File: src/rtl/mc_ctrl_fsm.sv
`default_nettype none
// +----------------------------------------------------------------------------+
// | Module      : mc_ctrl_fsm                                                  |
// | Description : Multicycle RV32I control FSM. Drives datapath controls per   |
// |               state, applies a configurable memory access latency to the   |
// |               IF and MEM states, halts on ECALL with x17 == 10 and counts  |
// |               retired instructions.                                        |
// |               Build option: define MEM_READY_HS_EN to replace the fixed    |
// |               MEM_LAT latency with a mem_ready handshake.                  |
// | Revision    : 1.0 - initial release                                        |
// +----------------------------------------------------------------------------+
module mc_ctrl_fsm #(
  parameter int MEM_LAT = 4,
  parameter int CNT_W   = 32
) (
  input  logic             clk,
  input  logic             reset,
  input  logic [6:0]       opcode,
  input  logic [31:0]      x17_val,
`ifdef MEM_READY_HS_EN
  input  logic             mem_ready,
`endif
  output logic             pc_write,
  output logic             pc_write_cond,
  output logic             ir_write,
  output logic             iord,
  output logic             mem_read,
  output logic             mem_write,
  output logic [1:0]       mem_to_reg,
  output logic             alu_src_a,
  output logic [1:0]       alu_src_b,
  output logic [1:0]       alu_op,
  output logic [1:0]       pc_source,
  output logic             reg_write,
  output logic             is_halted,
  output logic [2:0]       state,
  output logic [CNT_W-1:0] retired
);

  localparam logic [6:0] c_opc_op     = 7'b0110011;
  localparam logic [6:0] c_opc_op_imm = 7'b0010011;
  localparam logic [6:0] c_opc_load   = 7'b0000011;
  localparam logic [6:0] c_opc_store  = 7'b0100011;
  localparam logic [6:0] c_opc_branch = 7'b1100011;
  localparam logic [6:0] c_opc_jal    = 7'b1101111;
  localparam logic [6:0] c_opc_jalr   = 7'b1100111;
  localparam logic [6:0] c_opc_system = 7'b1110011;

  typedef enum logic [2:0] {
    S_IF   = 3'd0,
    S_ID   = 3'd1,
    S_EX   = 3'd2,
    S_MEM  = 3'd3,
    S_WB   = 3'd4,
    S_HALT = 3'd5
  } state_t;

  state_t           r_state;
  state_t           w_next;
  logic             w_retire;
  logic             w_last;
  logic [CNT_W-1:0] r_retired;

  assign state   = r_state;
  assign retired = r_retired;

`ifdef MEM_READY_HS_EN
  // Memory completion comes straight from the handshake.
  assign w_last = mem_ready;
`else
  localparam logic [3:0] c_acnt_last = 4'(MEM_LAT - 1);

  logic [3:0] r_acnt;
  logic       w_in_access;

  assign w_in_access = (r_state == S_IF) || (r_state == S_MEM);
  assign w_last      = (r_acnt == c_acnt_last);

  // Access cycle counter: runs during IF/MEM, cleared on the exiting cycle.
  always_ff @(posedge clk) begin
    if (reset || !w_in_access || w_last) r_acnt <= '0;
    else                                 r_acnt <= r_acnt + 4'd1;
  end
`endif

  // State register and retired-instruction counter.
  always_ff @(posedge clk) begin
    if (reset) begin
      r_state   <= S_IF;
      r_retired <= '0;
    end else begin
      r_state <= w_next;
      if (w_retire) r_retired <= r_retired + CNT_W'(1);
    end
  end

  // Next-state, retire decision and per-state datapath controls.
  always_comb begin
    w_next        = r_state;
    w_retire      = 1'b0;
    pc_write      = 1'b0;
    pc_write_cond = 1'b0;
    ir_write      = 1'b0;
    iord          = 1'b0;
    mem_read      = 1'b0;
    mem_write     = 1'b0;
    mem_to_reg    = 2'b00;
    alu_src_a     = 1'b0;
    alu_src_b     = 2'b00;
    alu_op        = 2'b00;
    pc_source     = 2'b00;
    reg_write     = 1'b0;
    is_halted     = 1'b0;
    case (r_state)
      S_IF: begin
        mem_read = 1'b1;
        if (w_last) begin
          // PC <= PC + 4 while the fetched word is latched into IR.
          ir_write  = 1'b1;
          pc_write  = 1'b1;
          alu_src_b = 2'b01;
          w_next    = S_ID;
        end
      end
      S_ID: begin
        // Speculative branch/jump target: ALUOut = old_pc + imm.
        alu_src_b = 2'b10;
        if (opcode == c_opc_system) begin
          if (x17_val == 32'd10) begin
            w_next = S_HALT;
          end else begin
            w_next   = S_IF;
            w_retire = 1'b1;
          end
        end else begin
          w_next = S_EX;
        end
      end
      S_EX: begin
        case (opcode)
          c_opc_op: begin
            alu_src_a = 1'b1;
            alu_op    = 2'b10;
            w_next    = S_WB;
          end
          c_opc_op_imm: begin
            alu_src_a = 1'b1;
            alu_src_b = 2'b10;
            alu_op    = 2'b10;
            w_next    = S_WB;
          end
          c_opc_load, c_opc_store: begin
            alu_src_a = 1'b1;
            alu_src_b = 2'b10;
            w_next    = S_MEM;
          end
          c_opc_branch: begin
            alu_src_a     = 1'b1;
            alu_op        = 2'b01;
            pc_write_cond = 1'b1;
            pc_source     = 2'b01;
            w_next        = S_IF;
            w_retire      = 1'b1;
          end
          c_opc_jal: begin
            pc_write  = 1'b1;
            pc_source = 2'b01;
            w_next    = S_WB;
          end
          c_opc_jalr: begin
            // Datapath clears bit 0 of the ALU result on the PC path.
            alu_src_a = 1'b1;
            alu_src_b = 2'b10;
            pc_write  = 1'b1;
            w_next    = S_WB;
          end
          default: w_next = S_IF;
        endcase
      end
      S_MEM: begin
        iord      = 1'b1;
        mem_read  = (opcode == c_opc_load);
        mem_write = (opcode == c_opc_store);
        if (w_last) begin
          if (opcode == c_opc_load) begin
            w_next = S_WB;
          end else begin
            w_next   = S_IF;
            w_retire = (opcode == c_opc_store);
          end
        end
      end
      S_WB: begin
        reg_write = 1'b1;
        if (opcode == c_opc_load)                             mem_to_reg = 2'b01;
        else if (opcode == c_opc_jal || opcode == c_opc_jalr) mem_to_reg = 2'b10;
        w_next   = S_IF;
        w_retire = 1'b1;
      end
      S_HALT: begin
        is_halted = 1'b1;
      end
      default: w_next = S_IF;
    endcase
  end

endmodule
`default_nettype wire

File: config.mk
export PLATFORM = sky130hd
export DESIGN_NAME = mc_ctrl_fsm
export DESIGN_NICKNAME = d
export VERILOG_FILES = /design/src/rtl/mc_ctrl_fsm.sv
export SDC_FILE = /design/constraint.sdc
export NUM_CORES = 1
export LEC_CHECK = 0
export CAP_MARGIN = 20
export CORE_MARGIN = 2
export CORE_UTILIZATION = 45
export CTS_BUF_LIST = sky130_fd_sc_hd__clkbuf_4 sky130_fd_sc_hd__clkbuf_8
export DETAILED_ROUTE_END_ITERATION = 8
export PLACE_DENSITY = 0.8
export RECOVER_POWER = 100
export SYNTH_ARGS = -nofsm -noshare
export SYNTH_HDL_FRONTEND = slang
export SYNTH_SLANG_ARGS = --single-unit
File: constraint.sdc
create_clock -name clk -period 3.88 [get_ports clk]
set_input_delay 0.776 -clock clk [delete_from_list [all_inputs] [get_ports clk]]
set_output_delay 0.776 -clock clk [all_outputs]
set_load 0.02 [all_outputs]
==> metrics.cfg, run 1 <==
[global_route]
track_usage=0.227
grt_pass1_vias=2561
grt_max_degree=67
gr-total-overflow=0
antenna_found_initial=0
grt_pass1_wl_um=11700

[yosys]
syn_area_per_cell_um2=7.81
synth_seq_cells=39
synth_area_leaders=dfxtp_1, mux2_2, nor2b_1
netlist.area_leader.share=0.302
synthArstFlopShare=0
post-synth-top-area-cell=dfxtp_1
synth_nets=374
synth_ff_type=dfxtp_1
yosysUniqueCellTypes=47
synth_warnings=0
synth_edf_count=0
ys_seq_area_frac=0.302
syn_inst=331
synth_area_um2=2580

[placement]
placed_cell_area_um2=3510
dp.final_hpwl_um=5140
place.port_buffers=91
gp_congestion=0.791

[outcome]
status=completed

[power]
power.switching_mw=0.283
pwr-share-comb=0.234
swShare=0.287
intPower_mw=0.702
pwr_density_cell_nw_per_um2=273
p_clk_frac=0.316
pwr-share-seq=0.450
ir_drop_mv=0.173
p_leak_nw=1.50

[clock_tree]
cts_buffer_depth=2
root_buffer=clkbuf_8
clk_pin_slew_worst_paths_ps=70
cts_buffers=5
cts_max_level=2
post-cts-setup-buffer-count=0
clk_latency_ps=290
cts_tree=done
clock_sinks=39

[worst_setup_path]
r2r_cells=6
crit_path_max_fanout=9
r2r-start=state[0]$_SDFFE_PP0P_
required_ps=3100
crit_path_end=alu_src_b[1]
crit-reg2reg-capture=retired[6]$_SDFFE_PP0P_
crit_arrival_ps=3000
rrSetupSlack_ps=880
startpoint=opcode[6]
crit_path_end_kind=output pin
worst_setup_path_start_kind=primary input
critPathKind=in2out

[route]
ant_nets=0
drtIter0Drc=94
detail_route.wl_per_cell_um=14.9
viasPerCell=5.58
first_pass_iters=5
vias=2706
drcViolationCount=0
wirelength_um=7220

[final_layout]
final_cell_mix=dlygate4sd3_1, nor2_1, clkdlybuf4s50_1
drive_above_1_share=0.111
fillers=493
final_net_count=455
diodes=0
area_delta_synth_final_pct=39.7
final_common_cell=dlygate4sd3_1
fin_area_um2=3610

[sta]
skew_ps=5.92
period_needed_ps=3770
tns_ps=0
worst_pin_slew_ps=938
slew_headroom=0.370
max_freq_mhz=265
rsz0062_at_grt=false
maxSlewViolCount=0
finalHoldViolations=0
setup_viol=0
fin_crit_sh=0.973

[floorplanning]
pin_count=93
dieArea_um2=6370
start_util=0.467
die_h_um=79.8
rows=27
core_um2=5540
die_w_um=79.8

[min_path]
hold_start=r_acnt[0]$_SDFF_PP0_
hold_path.class=reg2reg

[flow_run]
cap_violations=0

[flip-flops by register name, indices dropped and copies added (netlist names)]
name	count
r_acnt	4
retired	32
state	3
[cell families (layout without fill, tap and decap cells)]
family                   count (synthesis)  count (layout)  synth area share
AO/OA/AOI/OAI                           52              52             0.132
other                                    1               1           0.00145
XOR/XNOR                                 2               2           0.00678
adder cells (fa/ha/maj)                  2               2           0.00968
AND/OR/NAND/NOR                        173             173             0.364
buffers and inverters                   32             114            0.0537
multiplexers                            30              30             0.131
flip-flops                              39              39             0.302
[critical path: stages]
cell,delay (ps)
clkdlybuf4s50_1,640
nand3_1,110
o21ai_0,90
a21oi_1,90
or3b_2,440
a21oi_1,210
clkdlybuf4s50_1,650
[per-stage QoR]
stage	total power [mW]	instances	utilization	hold slack, ps	setup slack [ps]
after detailed placement	0.683	476	0.634	444	147
after floorplan	0.580	331	-	418	1110
after CTS	0.992	484	0.653	456	143
after global placement	0.673	476	0.634	431	232
final	0.985	485	0.652	462	105
after global routing	1.03	485	0.652	471	12.1
[power groups by stage]
| stage | combinational (mW) | sequential (mW) | clock [mW] |
|---|---|---|---|
| finish | 0.231 | 0.443 | 0.311 |
| floorplan | 0.136 | 0.445 | 0 |
| CTS | 0.233 | 0.442 | 0.316 |
| global route | 0.251 | 0.446 | 0.334 |
| detailed placement | 0.232 | 0.451 | 0 |
| global placement | 0.222 | 0.451 | 0 |
[per-layer routing]
layer / share of wire / GRT usage / vias to the layer above / wire [um]
met5: 0 / 0 / - / 0
met3: 0.044 / 0.0351 / 14 / 318
met1: 0.45 / 0.289 / 1248 / 3210
met2: 0.49 / 0.392 / 96 / 3570
li1: - / - / 1348 / -
met4: 0.016 / 0.0712 / 0 / 119
[Yosys cell counts (2+ instances only)]
| master | instances |
|---|---|
| nor2_1 | 44 |
| dfxtp_1 | 39 |
| mux2_2 | 29 |
| nor2b_1 | 29 |
| a21oi_1 | 23 |
| nand3_1 | 18 |
| nand2_1 | 17 |
| nand4_1 | 16 |
| clkbuf_1 | 15 |
| nor3_1 | 11 |
| inv_1 | 10 |
| nor4_1 | 8 |
| o21ai_0 | 8 |
| and3_1 | 7 |
| a211oi_1 | 6 |
| and4_1 | 4 |
| and2_1 | 3 |
| buf_2 | 3 |
| nand2b_1 | 3 |
| or3b_2 | 3 |
| a21boi_0 | 2 |
| buf_4 | 2 |
| ha_1 | 2 |
| nor4b_1 | 2 |
| nor4bb_1 | 2 |
| o211a_1 | 2 |
| o21a_1 | 2 |
| o311ai_0 | 2 |
[cell type report]
type | count | area (um^2) | area share
inverters | 10 | 37.5 | 0.0104
repair buffers | 96 | 948 | 0.263
multi-input cells | 260 | 1650 | 0.457
well taps | 72 | 90.1 | 0.0249
clock buffers | 8 | 104 | 0.0287
flip-flops and latches | 39 | 781 | 0.216
[repair_timing]
item	CTS	global route
endpoints found under the setup margin	0	1
endpoints found under the hold margin	0	0
hold buffers	0	0
resized for setup	0	1
[worst min path at each step]
stage	depth (start not counted)	to	slack [ps]
floorplan	1	r_acnt[0]$_SDFF_PP0_	420
global placement	1	r_acnt[0]$_SDFF_PP0_	430
detailed placement	1	r_acnt[0]$_SDFF_PP0_	440
CTS	1	r_acnt[0]$_SDFF_PP0_	460
global route	1	r_acnt[0]$_SDFF_PP0_	470
finish	1	r_acnt[0]$_SDFF_PP0_	460
Power figures use the tool's default switching activity.
==> run 2, diff against run 1 <==
--- a/config.mk
+++ b/config.mk
@@ -5,12 +5,14 @@
 export SDC_FILE = /design/constraint.sdc
 export NUM_CORES = 1
 export LEC_CHECK = 0
+export ABC_AREA = 1
 export CAP_MARGIN = 20
 export CORE_MARGIN = 2
 export CORE_UTILIZATION = 45
 export CTS_BUF_LIST = sky130_fd_sc_hd__clkbuf_4 sky130_fd_sc_hd__clkbuf_8
 export DETAILED_ROUTE_END_ITERATION = 8
-export PLACE_DENSITY = 0.8
+export HOLD_SLACK_MARGIN = 0.15
+export PLACE_DENSITY = 0.77
 export RECOVER_POWER = 100
 export SYNTH_ARGS = -nofsm -noshare
 export SYNTH_HDL_FRONTEND = slang
==> run 2 against run 1 <==
  * The run now ends with max-capacitance violations, max-slew violations left
  * Global-route usage increased by 0.74 points
  * Utilization fell by 4.9 points
  * Synthesized cell count up 47%
  * Critical path depth grew 1
  * Clock skew rose by 1.9 ps
==> metrics.cfg, run 2 <==
[worst_setup_path]
critPathMaxStageDelay_ps=670  ; was 650 ps
slowest_stage=dlygate4sd3_1  ; was clkdlybuf4s50_1
startpoint=opcode[5]  ; was opcode[6]
crit_path_end_kind=output pin  ; unchanged
crit_path_max_fanout=6  ; was 9
r2r-start=state[2]$_SDFFE_PP0P_  ; was state[0]$_SDFFE_PP0P_
cp.depth=8  ; was 7
worst_setup_path_start_kind=primary input  ; unchanged
r2r_cells=8  ; was 6
crit_arrival_ps=2920  ; was 3000 ps
path_cells=clkdlybuf4s50_1 -> nand2_1 -> nor2_1 -> nand3_1 -> o21ai_0 -> o21ai_0 -> nand2_1 -> dlygate4sd3_1  ; was clkdlybuf4s50_1 -> nand3_1 -> o21ai_0 -> a21oi_1 -> or3b_2 -> a21oi_1 -> clkdlybuf4s50_1
crit_buf_inv=2  ; unchanged
path_delay_family=buffers and inverters  ; unchanged
critPathKind=in2out  ; unchanged
required_ps=3100  ; about the same

[yosys]
syn_inst=487  ; was 331
post-synth-top-area-cell=dfxtp_1  ; unchanged
synth_ff_type=dfxtp_1  ; unchanged
synth_area_leaders=dfxtp_1, nand2_1, a21oi_2  ; was dfxtp_1, mux2_2, nor2b_1
synth_area_um2=3080  ; was 2580 um^2
ys_top_cells_by_count=nand2_1, nor2_1, inv_1, dfxtp_1, nand4_1  ; was nor2_1, dfxtp_1, mux2_2, nor2b_1, a21oi_1
netlist.area_leader.share=0.253  ; was 0.302
synth_top_family_by_area=simple AND/OR/NAND/NOR gates  ; unchanged
synthAdderAreaFrac=0.00812  ; was 0.00968
synth_warnings=0  ; unchanged
ys_seq_area_frac=0.253  ; was 0.302
yosysUniqueCellTypes=33  ; was 47
yosys.area_share.xor_xnor=0.0597  ; was 0.00678
yosysMostFrequentCell=nand2_1  ; was nor2_1
muxShareOfSynthArea=0  ; was 0.131
synth_edf_count=0  ; unchanged
synthArstFlopShare=0  ; unchanged
yosys.area_share.simple=0.450  ; was 0.364
synth_compound_area_frac=0.111  ; was 0.132
synth_nets=530  ; was 374
syn_area_per_cell_um2=6.33  ; was 7.81 um^2
synth_seq_cells=39  ; unchanged

[sta]
rsz0062_at_grt=false  ; unchanged
skew_ps=7.84  ; was 5.92 ps
slew_headroom=-0.359  ; was 0.370
worst_pin_slew_ps=2040  ; was 938 ps
whs_ps=472  ; was 462 ps
finalHoldViolations=0  ; unchanged
fin_crit_sh=0.953  ; was 0.973
period_needed_ps=3700  ; was 3770 ps
setup_viol=0  ; unchanged
tns_ps=0  ; unchanged
maxSlewViolCount=36  ; was 0
max_freq_mhz=271  ; was 265 MHz
fin_ws_ps=184  ; was 105 ps

[clock_tree]
root_buffer=clkbuf_8  ; unchanged
clk_pin_slew_worst_paths_ps=80  ; was 70 ps
post-cts-setup-buffer-count=0  ; unchanged
clk_latency_ps=290  ; about the same
postCtsHoldBufs=0  ; unchanged
clock_sinks=39  ; unchanged
cts_buffers=5  ; unchanged
cts_tree=done  ; unchanged
cts_buffer_depth=2  ; unchanged
cts_max_level=2  ; unchanged
cts_resized=0  ; unchanged

[route]
drtIter0Drc=179  ; was 94
first_pass_iters=4  ; was 5
detail_route.wl_per_cell_um=13.3  ; was 14.9 um
wirelength_um=8660  ; was 7220 um
ant_nets=0  ; unchanged
drcViolationCount=0  ; unchanged
vias=3391  ; was 2706
viasPerCell=5.21  ; was 5.58

[min_path]
hold_path.class=reg2reg  ; unchanged
hold_start=r_acnt[0]$_SDFF_PP0_  ; unchanged
hold_depth=1  ; unchanged

[floorplanning]
start_util=0.458  ; was 0.467
dieArea_um2=7520  ; was 6370 um^2
die_h_um=86.7  ; was 79.8 um
rows=30  ; was 27
core_um2=6720  ; was 5540 um^2
die_w_um=86.7  ; was 79.8 um
pin_count=93  ; unchanged

[final_layout]
fin_area_um2=4050  ; was 3610 um^2
final_common_cell=nand2_1  ; was dlygate4sd3_1
fin_cells=651  ; was 485
final_net_count=613  ; was 455
fin_util=0.603  ; was 0.652
area_delta_synth_final_pct=31.6  ; was 39.7%
largest_reg_flops=32  ; unchanged
drive_above_1_share=0.107  ; was 0.111
final_cell_mix=nand2_1, nor2_1, inv_1  ; was dlygate4sd3_1, nor2_1, clkdlybuf4s50_1
diodes=0  ; unchanged

[global_route]
gr-total-overflow=0  ; unchanged
antenna_found_initial=0  ; unchanged
grt_max_degree=36  ; was 67
grt_pass1_vias=3163  ; was 2561
track_usage=0.234  ; was 0.227
grt_pass1_wl_um=14500  ; was 11700 um

[power]
p_leak_nw=1.69  ; was 1.50 nW
pwr_density_cell_nw_per_um2=265  ; was 273 nW/um^2
ir_drop_mv=0.137  ; was 0.173 mV
total_power_mw=1.07  ; was 0.985 mW

[placement]
dp.final_hpwl_um=6640  ; was 5140 um
dpl_worst_slack_ps=274  ; was 147 ps
placed_cell_area_um2=4000  ; was 3510 um^2
place.port_buffers=91  ; unchanged
gp_congestion=0.938  ; was 0.791
dp.cells=643  ; was 476

[outcome]
violations=max-capacitance violations, max-slew violations
status=complete, but fails checks  ; was completed

[flow_run]
cap_violations=1  ; was 0

-- run 2: cell count changes after synthesis, sizes merged, moves of 17 or more --
cell   before  now
xor2        1   19
nor2       44   69
nand2      17  149
nand4      16   33
inv        10   66
mux2       30    0
nor2b      29    0
-- run 2: final cells by class --
type / count / area, um^2
inverter: 67 / 251
clock inverter: 3 / 67.6
clock buffer: 5 / 68.8
multi-input combinational: 363 / 1860
tap: 80 / 100
fill: 693 / 2670
timing repair buffer: 94 / 921
sequential: 39 / 781
-- run 2: final timing paths --
| path | to | slack (ps) |
|---|---|---|
| max | alu_src_b[1] | 180 |
| min | r_acnt[0]$_SDFF_PP0_ | 470 |
| max reg2reg | retired[9]$_SDFFE_PP0P_ | 1000 |
| min reg2reg | r_acnt[0]$_SDFF_PP0_ | 470 |
-- run 2: power by group --
group          internal, mW  switching [mW]
registers             0.418          0.0147
logic                 0.103           0.129
clock network         0.257           0.152
-- run 2: routing by layer --
metal / wire (um) / up-vias / track usage
met2: 4290 / 97 / 0.410
met3: 358 / 16 / 0.0371
met5: 0 / - / 0
met1: 3830 / 1572 / 0.299
met4: 179 / 0 / 0.0582
li1: - / 1706 / -
-- run 2: cell families (layout without fill, tap and decap cells) --
group,after synthesis,in the layout
AND/OR/NAND/NOR,295,295
buffers and inverters,85,169
AO/OA/AOI/OAI,44,44
flip-flops,39,39
XOR/XNOR,21,21
adder cells (fa/ha/maj),2,2
other,1,1
